[config.mk]
export PLATFORM = sky130hd
export DESIGN_NAME = rr_arbiter8
export DESIGN_NICKNAME = d
export VERILOG_FILES = /design/src/rtl/rr_arbiter8.sv
export SDC_FILE = /design/constraint.sdc
export NUM_CORES = 1
export LEC_CHECK = 0
export CAP_MARGIN = 20
export CORE_AREA = 8 8 70 87
export CTS_CLUSTER_DIAMETER = 60
export DETAILED_ROUTE_END_ITERATION = 8
export DIE_AREA = 0 0 78 95
export PLACE_DENSITY_LB_ADDON = 0.1
export SLEW_MARGIN = 0
export SYNTH_ARGS = -nofsm -noshare
export SYNTH_HDL_FRONTEND = slang
export SYNTH_SLANG_ARGS = --single-unit
[constraint.sdc]
create_clock -name clk -period 4 [get_ports clk]
set_clock_uncertainty 0.15 [all_clocks]
set_input_delay 0.6 -clock clk [delete_from_list [all_inputs] [get_ports clk]]
set_output_delay 0.6 -clock clk [all_outputs]
set_load 0.02 [all_outputs]
[src/rtl/rr_arbiter8.sv]
// rr_arbiter8: round-robin arbiter for 8 requesters sharing one downstream
// resource. A rotating pointer sets the highest-priority index; the winner
// holds its grant until done, withdrawal or the hold limit, after which the
// pointer moves just past it and at least one idle cycle follows.
module rr_arbiter8 #(
    parameter int DATA_W   = 4,
    parameter int MAX_HOLD = 15
) (
    input  logic                clk,
    input  logic                rst,
    input  logic [7:0]          req,
    input  logic [8*DATA_W-1:0] din,
    input  logic                done,
    output logic [7:0]          gnt,
    output logic [2:0]          gnt_id,
    output logic                gnt_valid,
    output logic [DATA_W-1:0]   dout,
    output logic                timeout
);

    // Hold counter only needs to reach MAX_HOLD-1.
    localparam int HOLD_W = (MAX_HOLD < 2) ? 1 : $clog2(MAX_HOLD);
    localparam logic [HOLD_W-1:0] HOLD_LAST = HOLD_W'((MAX_HOLD > 0) ? (MAX_HOLD - 1) : 0);
    localparam logic HOLD_EN = (MAX_HOLD != 0);

    typedef enum logic {
        S_IDLE  = 1'b0,
        S_GRANT = 1'b1
    } state_t;

    state_t              r_state;
    logic [2:0]          r_ptr;
    logic [HOLD_W-1:0]   r_hold_cnt;
    logic [7:0]          r_gnt;
    logic [2:0]          r_gnt_id;
    logic                r_gnt_valid;
    logic                r_timeout;

    state_t              w_state_nxt;
    logic [2:0]          w_ptr_nxt;
    logic [HOLD_W-1:0]   w_hold_nxt;
    logic [7:0]          w_gnt_nxt;
    logic [2:0]          w_gnt_id_nxt;
    logic                w_gnt_valid_nxt;
    logic                w_timeout_nxt;

    logic                w_found;
    logic [2:0]          w_pick;
    logic                w_limit;
    logic                w_release;
    logic [DATA_W-1:0]   w_dout;

    // Rotated priority search: first requester at or after r_ptr wins.
    always_comb begin
        // NOTE: every combinational output gets a default first so no path leaves it unassigned (no latch).
        logic [2:0] idx;
        w_found = 1'b0;
        w_pick  = r_ptr;
        idx     = r_ptr;
        for (int k = 0; k < 8; k++) begin
            idx = r_ptr + 3'(k);
            if (!w_found && req[idx]) begin
                w_found = 1'b1;
                w_pick  = idx;
            end
        end
    end

    // Release and timeout qualification for the current owner.
    always_comb begin
        w_limit   = HOLD_EN && (r_hold_cnt == HOLD_LAST);
        w_release = done || !req[r_gnt_id] || w_limit;
    end

    // Next-state and next-output logic for the IDLE/GRANT sequencer.
    always_comb begin
        w_state_nxt     = r_state;
        w_ptr_nxt       = r_ptr;
        w_hold_nxt      = r_hold_cnt;
        w_gnt_nxt       = r_gnt;
        w_gnt_id_nxt    = r_gnt_id;
        w_gnt_valid_nxt = r_gnt_valid;
        w_timeout_nxt   = 1'b0;
        unique case (r_state)
            S_IDLE: begin
                if (w_found) begin
                    w_state_nxt     = S_GRANT;
                    w_gnt_nxt       = 8'b1 << w_pick;
                    w_gnt_id_nxt    = w_pick;
                    w_gnt_valid_nxt = 1'b1;
                    w_hold_nxt      = '0;
                end
            end
            S_GRANT: begin
                if (w_release) begin
                    w_state_nxt     = S_IDLE;
                    w_gnt_nxt       = '0;
                    w_gnt_valid_nxt = 1'b0;
                    w_ptr_nxt       = r_gnt_id + 3'd1;
                    w_hold_nxt      = '0;
                    // Timeout is flagged only when the hold limit alone ended the grant.
                    w_timeout_nxt   = w_limit && !done && req[r_gnt_id];
                end else begin
                    w_hold_nxt = r_hold_cnt + HOLD_W'(1);
                end
            end
            default: begin
                w_state_nxt = S_IDLE;
            end
        endcase
    end

    // State and registered outputs; reset drops any grant immediately.
    always_ff @(posedge clk or posedge rst) begin
        if (rst) begin
            r_state     <= S_IDLE;
            r_ptr       <= 3'd0;
            r_hold_cnt  <= '0;
            r_gnt       <= 8'd0;
            r_gnt_id    <= 3'd0;
            r_gnt_valid <= 1'b0;
            r_timeout   <= 1'b0;
        end else begin
            // NOTE: sequential state uses non-blocking assignments so all registers update together.
            r_state     <= w_state_nxt;
            r_ptr       <= w_ptr_nxt;
            r_hold_cnt  <= w_hold_nxt;
            r_gnt       <= w_gnt_nxt;
            r_gnt_id    <= w_gnt_id_nxt;
            r_gnt_valid <= w_gnt_valid_nxt;
            r_timeout   <= w_timeout_nxt;
        end
    end

    // 8:1 data mux onto the shared bus, forced to zero when nobody owns it.
    always_comb begin
        w_dout = '0;
        if (r_gnt_valid) begin
            w_dout = din[r_gnt_id*DATA_W +: DATA_W];
        end
    end

    assign gnt       = r_gnt;
    assign gnt_id    = r_gnt_id;
    assign gnt_valid = r_gnt_valid;
    assign timeout   = r_timeout;
    assign dout      = w_dout;

endmodule
Word level (Yosys, flattened, before mapping)
Index checks and enable logic that the tools add are counted.

storage, ports and cells
  bits of input ports = 43
  flip-flop bits (word level) = 21
  output and inout port bits = 17
  logic and storage cells = 102

operators by class
  shift-type cells = 2
  reduce and logical (&&, ||, !) cells = 23
  equal/unequal tests = 3
  mux-type cells = 48
  bitwise operators = 1
  add/subtract/negate cells = 9
  order comparisons = 9

operators with widths
  operator             count
  $lt 3x4->1 const B   9
  $shiftx 32x6->4      1
  $bmux 1 s3           9
  $mux 1               23
  $mux 3               7
  $mux 8               2
  $pmux 8 s2           1
  $add 3x3->3 const B  4
  $mux 4               3
  $logic_and 1x1->1    9
  $logic_not 1->1      9
  $pmux 4 s2           1
  $shl 1x3->8 const A  1
  $add 3x1->3 const B  2
  $add 3x2->3 const B  2
  $reduce_and 2->1     3
  $add 4x1->4 const B  1
  $eq 4x4->1 const B   1
  $pmux 1 s2           2
  $logic_or 1x1->1     2
  $ne 2x1->1 const B   1
  $ne 2x2->1 const B   1
  $not 1->1            1

Longest topological paths before layout
Gate-level depths: netlist of run 1.

  word-level depth = 27
  depth in mapped cells = 13
  mapped depth without buffers = 9

Worst setup path after synthesis of run 1
Ideal clock, no wire load.

  path type = flip-flop to flip-flop
  start = register r_ptr[1]
  end = register r_gnt_id[2] (netlist: gnt_id[2])
  setup time = 0.125 ns
  data required time = 3.725 ns
  stages on the path, launching flop included = 11
  path buffers = 2
  path slack = 0.608 ns
  clock period less this slack = 3.392 ns
  data arrival time = 3.118 ns
  cell sequence = dfrtp_1 -> clkbuf_1 -> inv_1 -> ha_1 -> buf_4 -> clkinv_1 -> mux4_2 -> and2b_2 -> nand2_4 -> o41a_2 -> mux2_2

on the way
  longest elaborated chain between the ends = 25
  elaborated cells between the ends (all ways) = 53
  those cells by class = 7 x add/sub; 31 x mux; 15 x reduce/logical

ends and longest elaborated chain
  element                                                               RTL line  RTL
  start, declared                                                       32        logic [2:0] r_ptr;
  start signal, assigned                                                126       r_ptr <= w_ptr_nxt;
  parallel branches: the longest is 25 deep, another holds $add 3x1->3  --
  end signal, assigned                                                  129       r_gnt_id <= w_gnt_id_nxt;
  end, declared                                                         35        logic [2:0] r_gnt_id;

Parallel ways; which one is timed is not known. The select of a mux whose other input is x is not followed.
A chain may end at the register's enable or synchronous reset.

Final worst setup path of run 1
  start = register r_ptr[0]
  end = register r_gnt[6] (netlist: gnt[6])

on the way
  longest elaborated chain between the ends = 27
  elaborated cells between the ends (all ways) = 57
  those cells by class = 7 x add/sub; 1 x eq/ne; 1 x shift; 33 x mux; 15 x reduce/logical

ends and longest elaborated chain
  element                                                               RTL line  RTL
  parallel branches: the longest is 27 deep, another holds $add 3x1->3  --
  end signal, assigned                                                  128       r_gnt <= w_gnt_nxt;
  end, declared                                                         34        logic [7:0] r_gnt;

Parallel ways; which one is timed is not known. The select of a mux whose other input is x is not followed.

==> results of run 1 <==
layout make-up:
cell class	count	area (µm²)	share of cell area, %
clock buffers	3	41.3	1.38
clock inverters	1	5.00	0.167
inverters	8	30.0	1.00
multi-input cells	164	1680	56.1
flip-flops and latches	21	526	17.6
well taps	60	75.1	2.51
repair buffers	65	636	21.3
per-stage QoR:
stage               instance area [µm²]  utilization [%]  power (W)  hold WS (ns)  setup slack [ns]
finish                             2990             63.7    0.00266         0.323             0.520
global route                       2990             63.7    0.00285         0.358             0.288
floorplan                          2310                -    0.00203         0.287             0.608
global placement                   2940             62.7    0.00250         0.305             0.403
CTS                                2990             63.7    0.00267         0.324             0.521
detailed placement                 2940             62.7    0.00252         0.313             0.345
worst reg2reg max path, stage by stage (launching register included):
cell	delay [ns]
dfrtp_1	0.34
inv_1	0.06
ha_1	0.53
clkinv_1	0.36
mux4_2	0.61
and2b_2	0.30
nand2_4	0.09
o41ai_1	0.75
o31ai_1	0.15
registers in the layout, summed over array words and instances, names as in the netlist:
signal      cells
gnt             8
r_hold_cnt      4
gnt_id          3
r_ptr           3
gnt_valid       1
r_state         1
timeout         1
power breakdown:
| part | total, W | switching, W | internal [W] |
|---|---|---|---|
| logic | 0.00210 | 0.00110 | 0.000993 |
| registers | 0.000424 | 0.000143 | 0.000281 |
| clock network | 0.000140 | 0.0000705 | 0.0000694 |
| total | 0.00266 | 0.00132 | 0.00134 |
worst max-delay path by stage:
stage              from   endpoint
2_1_floorplan  r_ptr[1]  gnt_id[2]
3_3_place_gp     req[6]     gnt[5]
3_5_place_dp     req[4]     gnt[7]
4_1_cts        r_ptr[0]     gnt[5]
5_1_grt        r_ptr[1]     gnt[6]
6_report       r_ptr[0]     gnt[6]
cells in the final DEF (no fill, tap or decap), types with 2 or more instances in the layout:
cell	Yosys	layout
mux4_2	22	22
nor2_1	7	7
mux2i_4	2	2
clkdlybuf4s50_1	0	59
nand3_1	4	4
nor3_1	2	2
nand2_1	17	17
a31oi_1	2	2
o21ai_0	11	11
ha_1	5	5
mux2_1	3	3
o311a_1	2	2
and2b_1	2	2
dfrtp_1	21	21
and2_1	2	2
o21bai_1	2	2
clkbuf_8	0	3
xnor2_1	2	2
nor2b_1	4	4
and3_1	2	2
nand2b_1	6	6
xor2_1	2	2
a21oi_1	3	3
mux2i_1	15	15
inv_1	7	7
mux2_2	7	7
o31ai_1	9	9
buf_4	1	6
metal layers:
layer  up-vias  part of all wire (%)  global-route usage [%]
li1        925                     -                       -
met1       979                    40                    20.2
met2        60                    53                    30.4
met3        17                   3.7                    1.81
met4         0                   3.7                    7.89
met5         -                     0                       0
synthesized netlist by cell type (all sizes together), types with 3 or more instances:
library cell and count:
o21ai 12, inv 7, clkbuf 3, o31ai 9, mux4 23, nand2 18, nand2b 7, ha 5
nor4 3, mux2i 17, dfrtp 21, mux2 11, nor2b 4, nor2 8, and2b 3, a21oi 3
buf 7, nand3 4
logic make-up after synthesis:
| group | Yosys count | synth area share [%] |
|---|---|---|
| XOR/XNOR | 4 | 1.52 |
| flip-flops | 21 | 22.8 |
| multiplexers | 51 | 36.6 |
| AO/OA/AOI/OAI | 48 | 17.3 |
| adder cells (fa/ha/maj) | 5 | 2.71 |
| AND/OR/NAND/NOR | 56 | 14.6 |
| buffers and inverters | 18 | 4.50 |
==> metrics.md, run 1 <==
| Metric | Value |
|---|---|
| Outcome | complete, no violations |
| Maximum clock rate | 287 MHz |
| Top-area cell type share of the netlist area | 22.8% |
| Tcrit/Tclk final | 87.0% |
| Cell count after synthesis | 203 |
| Starting Density | 49.1% |
| Worst hold path type | reg2reg |
| Synth area leaders | dfrtp_1, mux4_2, mux2i_1 |
| Critical R2R Capture | gnt[6] |
| Post-CTS Setup Bufs | 0 |
| HPWL after DPL | 5.16 mm |
| Total number of placement rows | 28 |
| Slew @ Worst Pin | 0.769 ns |
| Final Max Tran Viols | 0 |
| Final wirelength | 6.49 mm |
| Clock Sinks | 21 |
| Vias in the first global route | 2033 |
| Stages on the worst setup path | 8 |
| Cell taking the most area after synthesis | dfrtp_1 |
| FILL cells | 405 |
| Final setup fails | 0 |
| Die area | 7410 µm² |
| Leakage | 1.18 nW |
| Reg2Reg Depth | 8 |
| Worst path cell trace | inv_1, ha_1, clkinv_1, mux4_2, and2b_2, nand2_4, o41ai_1, o31ai_1 |
| Global-route wire length before repair | 10.3 mm |
| Non-Filler Instances | 322 |
| Die Height | 95 µm |
| Layout cells sized above 1 | 21.8% |
| Yosys reg bits | 21 |
| # resized after CTS | 0 |
| DR iter-0 viols | 105 |
| Routed len/inst | 20.2 µm |
| Worst hold path endpoint | r_hold_cnt[3] |
| DP Cell Count | 318 |
| Die W | 78 µm |
| Post-route ant nets | 0 |
| Grt total ovfl | 0 |
| VDD IR max | 0.467 mV |
| Slowest library cell on the worst path | o41ai_1 |
| CTS tree | yes |
| Drt first pass iters | 4 |
| Residual DRC count | 0 |
| Slew margin rel. | 48.0% |
| Number of flops mapped to enable cells by yosys | 0 |
| Initial antenna violation count | 0 |
| Max-Cap Viols | 0 |
| Root Driver | clkbuf_8 |
| Ys async rst share | 100% |
| Final hold vios | 0 |
| DR vias | 1981 |
| Crit path max fanout | 8 |
| CP required | 3.97 ns |
| Tot GR Track Use | 17.1% |
| Diode count | 0 |
| Port Buffers | 59 |
| Seq/Total Area, Yosys | 22.8% |
| Layout overhead on the synthesized area | 29.6% |
| Total core area | 4690 µm² |
| CTS H-tree lvls | 1 |
| Dominant synthesized flop cell | dfrtp_1 |
| Final Wtd Congestion | 0.889 |
| Synth unique cells | 63 |
| CP Launch Type | register |
| Clock transition at path regs | 0.08 ns |
| Clock buffer depth | 2 |
| Total CTS buffers | 3 |
| Syn Std Cell Area | 2310 µm² |
| Ys Warns | 0 |
| Min-delay src | r_hold_cnt[3] |
| Worst Path Buf+Inv | 2 |
| IO Pins | 60 |
| Worst Hold Depth | 1 |
| Top delay family on crit path | compound AO/OA/AOI/OAI gates |
| Avg Cell Area, Syn | 11.4 µm² |
| Minimum clock period | 3.48 ns |
| Avg Vias per Cell | 6.15 |
| WS Path Type | reg2reg |
| Largest stage delay, worst path | 0.75 ns |
| R2r setup slk | 0.52 ns |
| Nets | 311 |
| Setup crit end kind | register |
| PwrDens | 890 nW/µm² |
| Pin count of the biggest net entering global routing | 24 |
| Total negative setup slack | 0 ns |
| Skew-Pair Late Insertion Delay | 0.26 ns |
| Hold_buf cts | 0 |
| FF-to-FF Start | r_ptr[0] |
| RSZ-0062 raised after global routing | false |
| Critical path arrival | 3.45 ns |
| Syn nets | 251 |
Power figures use the tool's default switching activity.
==> inputs of run 2 (changes only) <==
CORE_AREA = 8 8 68 85   (was 8 8 70 87)
CTS_CLUSTER_SIZE = 40   (was not set)
DIE_AREA = 0 0 76 93   (was 0 0 78 95)
clock period = 4.05 ns   (was 4 ns; I/O delays follow)
==> metrics.md, run 2 (synthesized netlist as in run 1, its figures left out) <==
| Metric | Value |
|---|---|
| Outcome | complete, no violations |
| VDD IR max | 0.508 mV |
| Maximum clock rate | 293 MHz |
| Final Max Tran Viols | 0 |
| Global-route wire length before repair | 10.2 mm |
| Largest stage delay, worst path | 0.64 ns |
| CTS H-tree lvls | 1 |
| Layout overhead on the synthesized area | 29.6% |
| Leakage | 1.18 nW |
| RSZ-0062 raised after global routing | false |
| Root Driver | clkbuf_8 |
| Worst hold path type | reg2reg |
| Die area | 7070 µm² |
| Diode count | 0 |
| Crit path max fanout | 8 |
| Slowest library cell on the worst path | mux4_2 |
| Total negative setup slack | 0 ns |
| Port Buffers | 59 |
| IO Pins | 60 |
| PwrDens | 882 nW/µm² |
| Clock buffer depth | 2 |
| Clock transition at path regs | 0.07 ns |
| Post-CTS Setup Bufs | 0 |
| WS Path Type | reg2reg |
| Slew @ Worst Pin | 0.766 ns |
| Final instance area | 2990 µm² |
| Total core area | 4520 µm² |
| Total CTS buffers | 3 |
| Placement Cell Area | 2940 µm² |
| Die W | 76 µm |
| Final wirelength | 6.33 mm |
| Avg Vias per Cell | 6.17 |
| Tcrit/Tclk final | 84.4% |
| Slew margin rel. | 48.3% |
| CP Launch Type | register |
| CTS tree | yes |
| Most frequent cells in the layout | clkdlybuf4s50_1, mux4_2, dfrtp_1, nand2_1, mux2i_1 |
| Commonest non-fill, non-tap cell in the layout | clkdlybuf4s50_1 |
| Total number of placement rows | 28 |
| Minimum clock period | 3.42 ns |
| Setup crit end kind | register |
| Layout cells sized above 1 | 21.8% |
| Tot GR Track Use | 17.4% |
| Post-route ant nets | 0 |
| DR vias | 1986 |
| Nets | 311 |
| Drt first pass iters | 4 |
| # resized after CTS | 0 |
| Vias in the first global route | 2128 |
| Worst path cell trace | inv_1, ha_1, mux4_2, mux2i_4, a21boi_0, o21bai_1, a31oi_1, mux2i_1, o21ai_1 |
| Critical path arrival | 3.39 ns |
| Final Wtd Congestion | 0.872 |
| Initial antenna violation count | 0 |
| CP required | 4.02 ns |
| Hold slack | 0.338 ns |
| Final hold vios | 0 |
| HPWL after DPL | 5.04 mm |
| Grt total ovfl | 0 |
| Final setup fails | 0 |
| Max-Cap Viols | 0 |
| Pin count of the biggest net entering global routing | 24 |
| Skew-Pair Late Insertion Delay | 0.26 ns |
| Routed len/inst | 19.6 µm |
| Hold_buf cts | 0 |
| Residual DRC count | 0 |
| Max FFs per register | 8 |
| Clock Sinks | 21 |
| R2r setup slk | 0.63 ns |
| Starting Density | 51.0% |
| DR iter-0 viols | 129 |
| Die Height | 93 µm |
==> run 2: cell counts in the layout (fill, tap and decap cells not counted) <==
Identical to the previous run, type by type.
==> run 2: final timing paths <==
path | start | to | depth (start not counted)
setup / recovery | r_ptr[0] | gnt_id[0] | 9
hold / removal | gnt[0] | gnt[0] | 2
setup reg to reg | r_ptr[0] | gnt_id[0] | 9
hold reg to reg | gnt[0] | gnt[0] | 2
max in group asynchronous | rst | r_hold_cnt[3] | 2
min in group asynchronous | rst | r_hold_cnt[1] | 2
==> run 2: metal layers <==
metal | routed length [µm] | vias to the layer above | global-route usage [%]
li1 | - | 922 | -
met5 | 0 | - | 0
met3 | 302 | 13 | 2.69
met2 | 3420 | 69 | 32.2
met1 | 2440 | 982 | 19.5
met4 | 163 | 0 | 7.05
==> run 2: critical path: cells and delay by family, from the launching register on <==
family / cells / cell delay (ns)
multiplexers: 3 / 1.41
AO/OA/AOI/OAI: 4 / 0.78
adder cells (fa/ha/maj): 1 / 0.54
flip-flops: 1 / 0.35
buffers and inverters: 1 / 0.06
==> run 2: final cells by class <==
cell class              instances  area [µm²]
well taps                      60        75.1
flip-flops and latches         21         526
clock inverters                 1        5.00
clock buffers                   3        41.3
fillers                       358        1530
repair buffers                 65         636
multi-input cells             164        1680
inverters                       8        30.0
==> run 2: metrics by stage <==
stage               power (W)  util, %  setup slack, ns  instances
global placement      0.00247     65.1            0.473        318
CTS                   0.00264     66.1            0.645        322
global route          0.00280     66.1            0.439        322
floorplan             0.00200        -            0.658        203
finish                0.00264     66.1            0.632        322
detailed placement    0.00250     65.1            0.382        318
==> run 2: where the power goes <==
| group | leakage, nW | internal, W | switching (W) | total (W) |
|---|---|---|---|---|
| registers | 0.276 | 0.000278 | 0.000139 | 0.000417 |
| clock network | 0.0255 | 0.0000685 | 0.0000677 | 0.000136 |
| logic | 0.875 | 0.000984 | 0.00110 | 0.00208 |
| total | 1.18 | 0.00133 | 0.00131 | 0.00264 |
==> inputs of run 3 (changes only) <==
CORE_AREA = 8 8 70 87   (was 8 8 68 85)
DIE_AREA = 0 0 78 95   (was 0 0 76 93)
clock period = 3.5 ns   (was 4.05 ns; I/O delays follow)
==> metrics.md, run 3 (synthesized netlist as in run 1, its figures left out) <==
| Metric | Value |
|---|---|
| VDD IR max | 0.635 mV |
| Critical path arrival | 3.28 ns |
| Die W | 78 µm |
| Most frequent cells in the layout | clkdlybuf4s50_1, mux4_2, dfrtp_1, nand2_1, mux2i_1 |
| Total number of placement rows | 28 |
| Worst Path Buf+Inv | 1 |
| Reg2Reg Depth | 7 |
| Top delay family on crit path | compound AO/OA/AOI/OAI gates |
| Slew @ Worst Pin | 0.796 ns |
| Commonest non-fill, non-tap cell in the layout | clkdlybuf4s50_1 |
| Tcrit/Tclk final | 95.2% |
| PnR worst setup slack | 0.167 ns |
| Total core area | 4690 µm² |
| Final Core Density | 64.5% |
| Clock Sinks | 21 |
| Final setup fails | 0 |
| Hold slack | 0.319 ns |
| Post-route ant nets | 0 |
| Largest stage delay, worst path | 0.77 ns |
| Max-Cap Viols | 0 |
| Port Buffers | 59 |
| Diode count | 0 |
| Drt first pass iters | 4 |
| Clock buffer depth | 2 |
| DR iter-0 viols | 117 |
| WS Path Type | in2reg |
| Pin count of the biggest net entering global routing | 24 |
| Crit path from | req[7] |
| Worst hold path type | reg2reg |
| Root Driver | clkbuf_8 |
| R2r setup slk | 0.32 ns |
| Final instance area | 3030 µm² |
| Final Max Tran Viols | 0 |
| Critical R2R Capture | gnt[4] |
| FILL cells | 397 |
| FF-to-FF Start | r_ptr[0] |
| Hold_buf cts | 0 |
| Placement Cell Area | 2980 µm² |
| Nets | 316 |
| Worst path cell trace | clkdlybuf4s50_1, mux2_1, mux4_2, and2b_2, nand2_4, o41ai_1, o31ai_1 |
| Min-delay src | r_hold_cnt[3] |
| CP required | 3.45 ns |
| Total CTS buffers | 3 |
| Total negative setup slack | 0 ns |
| Dpl ws | -0.0481 ns |
| Starting Density | 49.1% |
| Layout cells sized above 1 | 23.2% |
| Die Height | 95 µm |
| Max FFs per register | 8 |
| # resized after CTS | 0 |
| CTS tree | yes |
| Setup crit end kind | register |
| Vias in the first global route | 2025 |
| Die area | 7410 µm² |
| Routed len/inst | 19.9 µm |
| CTS H-tree lvls | 1 |
| Slowest library cell on the worst path | o41ai_1 |
| Tot GR Track Use | 17.0% |
| Final wirelength | 6.52 mm |
| CP Launch Type | input port |
| Initial antenna violation count | 0 |
| Skew-Pair Late Insertion Delay | 0.25 ns |
| Minimum clock period | 3.33 ns |
| DR vias | 1922 |
| Leakage | 1.20 nW |
| Slew margin rel. | 46.2% |
| Final hold vios | 0 |
| Worst Hold Depth | 1 |
| Clock transition at path regs | 0.07 ns |
| Layout overhead on the synthesized area | 31.3% |
| IO Pins | 60 |
| Footprint of the multi-input gates | 1680 µm² |
| Avg Vias per Cell | 5.88 |
| Register area | 526 µm² |
| Global-route wire length before repair | 10.3 mm |
| HPWL after DPL | 5.23 mm |
| Outcome | complete, no violations |
| PwrDens | 1030 nW/µm² |
| Grt total ovfl | 0 |
| Residual DRC count | 0 |
| RSZ-0062 raised after global routing | false |
| Worst hold path endpoint | r_hold_cnt[3] |
| Maximum clock rate | 300 MHz |
| Final Wtd Congestion | 0.829 |
| Crit path max fanout | 8 |
| Post-CTS Setup Bufs | 0 |
-- run 3: report_power, final --
group | internal [W] | switching (W)
clock network | 0.0000790 | 0.0000725
logic | 0.00119 | 0.00129
registers | 0.000321 | 0.000157
-- run 3: layer usage --
layer	share of wire (%)	routed length [µm]	vias to the layer above	global-route usage, %
met2	55	3600	38	31.2
met5	0	0	-	0
met4	1.4	92	0	5.11
met3	2.6	167	6	1.81
li1	-	-	936	-
met1	41	2660	942	20.4
-- run 3: how the worst max path moves through the flow --
stage                endpoint  cells after the start
floorplan           gnt_id[2]                     10
global route           gnt[4]                      7
global placement       gnt[7]                      7
CTS                    gnt[4]                      7
finish                 gnt[4]                      7
detailed placement     gnt[5]                      7
-- run 3: layout make-up --
type,count,share of cell area [%]
multi-input cells,164,55.4
repair buffers,70,22.2
flip-flops and latches,21,17.4
well taps,60,2.48
clock buffers,3,1.36
inverters,8,0.992
clock inverters,1,0.165
-- run 3: stage by stage --
step / std cells / total power, W
detailed placement: 323 / 0.00296
CTS: 327 / 0.00313
finish: 327 / 0.00311
global placement: 323 / 0.00293
floorplan: 203 / 0.00232
global route: 327 / 0.00335
==> patch 1: new RTL, config.mk and constraints of run 1 <==
The output `timeout` loses its register stage (`r_timeout` becomes a continuous assignment).
--- a/src/rtl/rr_arbiter8.sv
+++ b/src/rtl/rr_arbiter8.sv
@@ -119,7 +119,6 @@
             r_gnt       <= 8'd0;
             r_gnt_id    <= 3'd0;
             r_gnt_valid <= 1'b0;
-            r_timeout   <= 1'b0;
         end else begin
             // NOTE: sequential state uses non-blocking assignments so all registers update together.
             r_state     <= w_state_nxt;
@@ -128,9 +127,10 @@
             r_gnt       <= w_gnt_nxt;
             r_gnt_id    <= w_gnt_id_nxt;
             r_gnt_valid <= w_gnt_valid_nxt;
-            r_timeout   <= w_timeout_nxt;
         end
     end
+
+    assign r_timeout = w_timeout_nxt;
 
     // 8:1 data mux onto the shared bus, forced to zero when nobody owns it.
     always_comb begin
Formal check against the unedited RTL: same outputs for any inputs over 10 cycles, from zero or initial values and one cycle with rst high; that may be too few to reach the edited logic, so the function may still have changed.
==> patch 1 against run 1 <==
Synthesized cell count up 5.9%. Total power down 1.9%. Cell area down 3.7%. Die area unchanged. Wire length down 9.0%. Largest cell class unchanged. Sequential cell count down 1. Area after synthesis down 4.6%. Worst setup slack worse by 110 ps.
==> patch 1: results (changes against run 1) <==
worst-case hold path end point gnt[0]; Min-Delay Startpoint gnt[0]; Routed WL 5910 um (-9.0%); post-synthesis sequential area ratio 0.228 (-0.000358); DP Worst Slack 362 ps (+16.9 ps); Sw Ratio 0.485 (-0.0101); Yosys cell types 49 (-22%); CTS-repair resized insts 0 (unchanged); via count 1,964 (-0.86%); RR Endpoint gnt[3]; Synth Instances 215 (+5.9%); status completed; Initial DRC Count 159 (+51%); Peak VDD IR 389 uV (-17%); worst-margin pin slew 787 ps (+17.3 ps); Worst Hold Depth 2 (+1); WP data arrival 3570 ps (+120 ps); largest net degree at the start of global routing 22 (-8.3%); reg-to-reg setup timing slack 410 ps (-110 ps); gpl congestion 0.911 (+2.4%); sequential share of power 0.148 (-0.011); top cells by count, synth nand2_1 (29), mux4_2 (22), dfrtp_1 (20), mux2i_1 (19); DP Wirelength 4710 um (-8.8%); syn_nets 263 (+4.8%); largest cells by area after synthesis dfrtp_1 (23%), mux4_2 (23%), mux2i_1 (8.6%); global-route wire length before repair 10,200 um (-1.7%); post-DR wirelength/cell 18.0 um (-11%); crit-path max FO 10 (+2); vias in the first global route 2,161 (+6.3%); Register-to-Register Path Depth 11 (+3)
[patch 1: kinds of logic (layout without fill, tap and decap cells)]
logic type,after synthesis,after routing,synth area share
and+or+nand+nor,74,74,0.170
muxes,49,49,0.359
AOI/OAI and AO/OA,44,44,0.154
DFF,20,20,0.228
buffers and inverters,20,74,0.0461
adders and majority gates,5,5,0.0284
xor gates and xnor gates,3,3,0.0154
[patch 1: power by group through the flow]
stage               sequential, uW  clock [uW]  combinational, uW
global route                   405         165               2270
global placement               393           0               2050
floorplan                      358           0               1630
finish                         387         153               2070
detailed placement             395           0               2060
CTS                            390         156               2070
[patch 1: worst max path at each step]
| stage | start | endpoint | slack (ps) | cells after the start |
|---|---|---|---|---|
| CTS | r_ptr[0] | gnt[7] | 430 | 10 |
| global placement | req[4] | gnt[7] | 410 | 9 |
| floorplan | r_ptr[0] | gnt[4] | 650 | 13 |
| global route | r_ptr[0] | gnt[3] | 130 | 11 |
| detailed placement | req[5] | gnt[7] | 360 | 9 |
| finish | r_ptr[0] | gnt[3] | 410 | 11 |
[patch 1: cell type report]
type | count | area [sq um]
Multi-Input combinational cell | 175 | 1600
Sequential cell | 20 | 500
Tap cell | 60 | 75.1
Inverter | 6 | 22.5
Timing Repair Buffer | 64 | 628
Clock buffer | 4 | 55.1
Fill cell | 415 | 1820
[patch 1: worst max-delay path, stage by stage (launching register included)]
cell     delay [ps]
dfrtp_1         380
inv_1           230
ha_1            410
buf_4           240
mux2i_1         160
mux4_2          550
nor2b_1         180
nand3_1         140
nor2_1          100
nor3_2          400
mux2i_1         400
o31ai_1         120
[patch 1: metal layers]
metal	part of all wire	track usage	vias to the layer above	wire, um
li1	-	-	926	-
met2	0.53	0.316	62	3160
met5	0	0	-	0
met1	0.40	0.178	968	2360
met3	0.051	0.0342	8	300
met4	0.016	0.0526	0	94
[patch 1: metrics by stage]
stage / cell area, sq um / util / hold WS [ps] / total power (uW)
4_1_cts: 2880 / 0.613 / 334 / 2620
6_report: 2880 / 0.613 / 331 / 2610
3_3_place_gp: 2820 / 0.602 / 315 / 2440
3_5_place_dp: 2820 / 0.602 / 317 / 2450
5_1_grt: 2880 / 0.613 / 355 / 2840
2_1_floorplan: 2200 / - / 295 / 1990
==> patch 2: new RTL, config.mk and constraints of run 1 <==
Made on the original files. Change the parameter `DATA_W` from 4 to 6.
--- a/src/rtl/rr_arbiter8.sv
+++ b/src/rtl/rr_arbiter8.sv
@@ -3,7 +3,7 @@
 // holds its grant until done, withdrawal or the hold limit, after which the
 // pointer moves just past it and at least one idle cycle follows.
 module rr_arbiter8 #(
-    parameter int DATA_W   = 4,
+    parameter int DATA_W   = 6,
     parameter int MAX_HOLD = 15
 ) (
     input  logic                clk,
Ports: changed (resized din and dout); port bits go from 60 to 78. The function was not compared with the original's and may differ.
==> patch 2 against run 1 <==
Utilization increased by 4.7 points. Worst setup slack got worse by 120 ps. Wire length increased by 11%. Sequential cell count unchanged. Count of clock-buffer cells in the layout increased by 1. Area after synthesis increased by 1.5%. Total power increased by 3.0%. Cell area increased by 7.4%. Critical endpoint is now gnt[0].
==> patch 2: results (changes against run 1) <==
status completed; worst-case clock buffer depth 2 (unchanged); syn_nets 295 (+18%); post-synthesis sequential area ratio 0.224 (-0.00341); largest net degree at the start of global routing 22 (-8.3%); Peak VDD IR 496 uV (+6.4%); Routed WL 7190 um (+11%); Post-CTS Setup Inserts 0 (unchanged); mux share of post-synthesis cell area 0.382 (+0.0159); YS warnings 0 (unchanged); WP data arrival 3640 ps (+190 ps); Leakage 0.00126 uW (+7.0%); Hold Fails Final Rpt 0 (unchanged); initial antenna violation count 0 (unchanged); nets@finish 371 (+19%); layout cells sized above 1 0.176 (-0.0411); Tot GR Track Use 0.185 (+0.0143); Peak Freq 278 MHz (-3.3%); Avg Vias per Cell 6.08 (-1.2%); adder-cell share of the synthesized area 0.0267 (-0.000406); xor/xnor share of the synthesized area 0.0150 (-0.000227); Fillers 378 (-6.7%); clk_lat worst skew 250 ps; # diodes 0 (unchanged); root buffer cell clkbuf_8; largest cells by area after synthesis mux4_2 (24%), dfrtp_1 (22%), nand2_1 (6.4%); CTS clk-pin slew, worst paths 80 ps (about the same); global-route wire length before repair 11,000 um (+6.5%); worst hold path class reg2reg; gpl congestion 0.904 (+1.7%); async set-or-reset flop fraction in the synthesized netlist 1.00 (unchanged); Yosys cell types 52 (-17%); top cells by count, synth nand2_1 (40), mux4_2 (25), dfrtp_1 (21), nor2_1 (15), mux2i_1 (10); DP Wirelength 5900 um (+14%); Port Buffers 77 (+31%); post-synthesis compound-gate area fraction 0.163 (-0.00953); worst relative slew slack 0.481 (+0.000961); TritonRoute pass-1 iters 4 (unchanged); crit-path max FO 18 (+10); Initial DRC Count 197 (+88%); vias in the first global route 2,201 (+8.3%); Synth Flop Type dfrtp_1; H-tree depth 1 (unchanged); Largest register FFs 8 (unchanged); cts bufs inserted 3 (unchanged)
patch 2: layer usage:
layer,part of all wire,GRT usage
met5,0,0
met4,0.023,0.0604
met3,0.041,0.0200
met2,0.56,0.351
met1,0.37,0.211
patch 2: kinds of logic after synthesis:
logic type / after synthesis
adder cells (fa/ha/maj): 5
multiplexers: 53
buffers and inverters: 20
XOR/XNOR: 4
flip-flops: 21
AND/OR/NAND/NOR: 77
AO/OA/AOI/OAI: 51
patch 2: critical path: stages, from the launching register on:
cell and delay [ps]:
dfrtp_1 340, inv_1 100, ha_2 610, mux4_2 590, mux2i_1 240, a32oi_2 210, nor2_2 310, a21oi_1 140
xnor2_1 350, nor3b_1 310, a22o_1 170
patch 2: cell type report:
type / count / share of cell area
Multi-Input combinational cell: 190 / 0.535
Timing Repair Buffer: 83 / 0.254
Sequential cell: 21 / 0.164
Tap cell: 60 / 0.0234
Clock buffer: 4 / 0.0140
Inverter: 8 / 0.00935
patch 2: path summary, 6_finish.rpt:
path	end	cells past startpoint	start	slack [ps]
worst min-delay path	r_hold_cnt[3]	1	r_hold_cnt[3]	330
worst min register to register	r_hold_cnt[3]	1	r_hold_cnt[3]	330
worst max-delay path	gnt[0]	10	r_ptr[1]	400
max in group asynchronous	r_hold_cnt[2]	2	rst	2600
min in group asynchronous	gnt[7]	2	rst	620
worst max register to register	gnt[0]	10	r_ptr[1]	400
patch 2: power breakdown:
group / internal, uW / total (uW) / switching (uW)
Sequential: 275 / 428 / 153
Clock: 70.7 / 134 / 63.7
Combinational: 1050 / 2180 / 1130
Total: 1390 / 2740 / 1350
patch 2: repair_timing:
action / in CTS / in global routing
endpoints found under the setup margin: 0 / 4
endpoints found under the hold margin: 0 / 0
gates resized for setup: 0 / 1
patch 2: stage by stage:
| step | setup slack, ps | instances | hold slack, ps | instance area (sq um) | power, uW |
|---|---|---|---|---|---|
| finish | 402 | 366 | 330 | 3210 | 2740 |
| detailed placement | 264 | 362 | 325 | 3160 | 2610 |
| CTS | 216 | 366 | 338 | 3210 | 2750 |
| global route | 156 | 366 | 362 | 3210 | 2940 |
| floorplan | 690 | 231 | 295 | 2340 | 2040 |
| global placement | 400 | 362 | 315 | 3160 | 2560 |
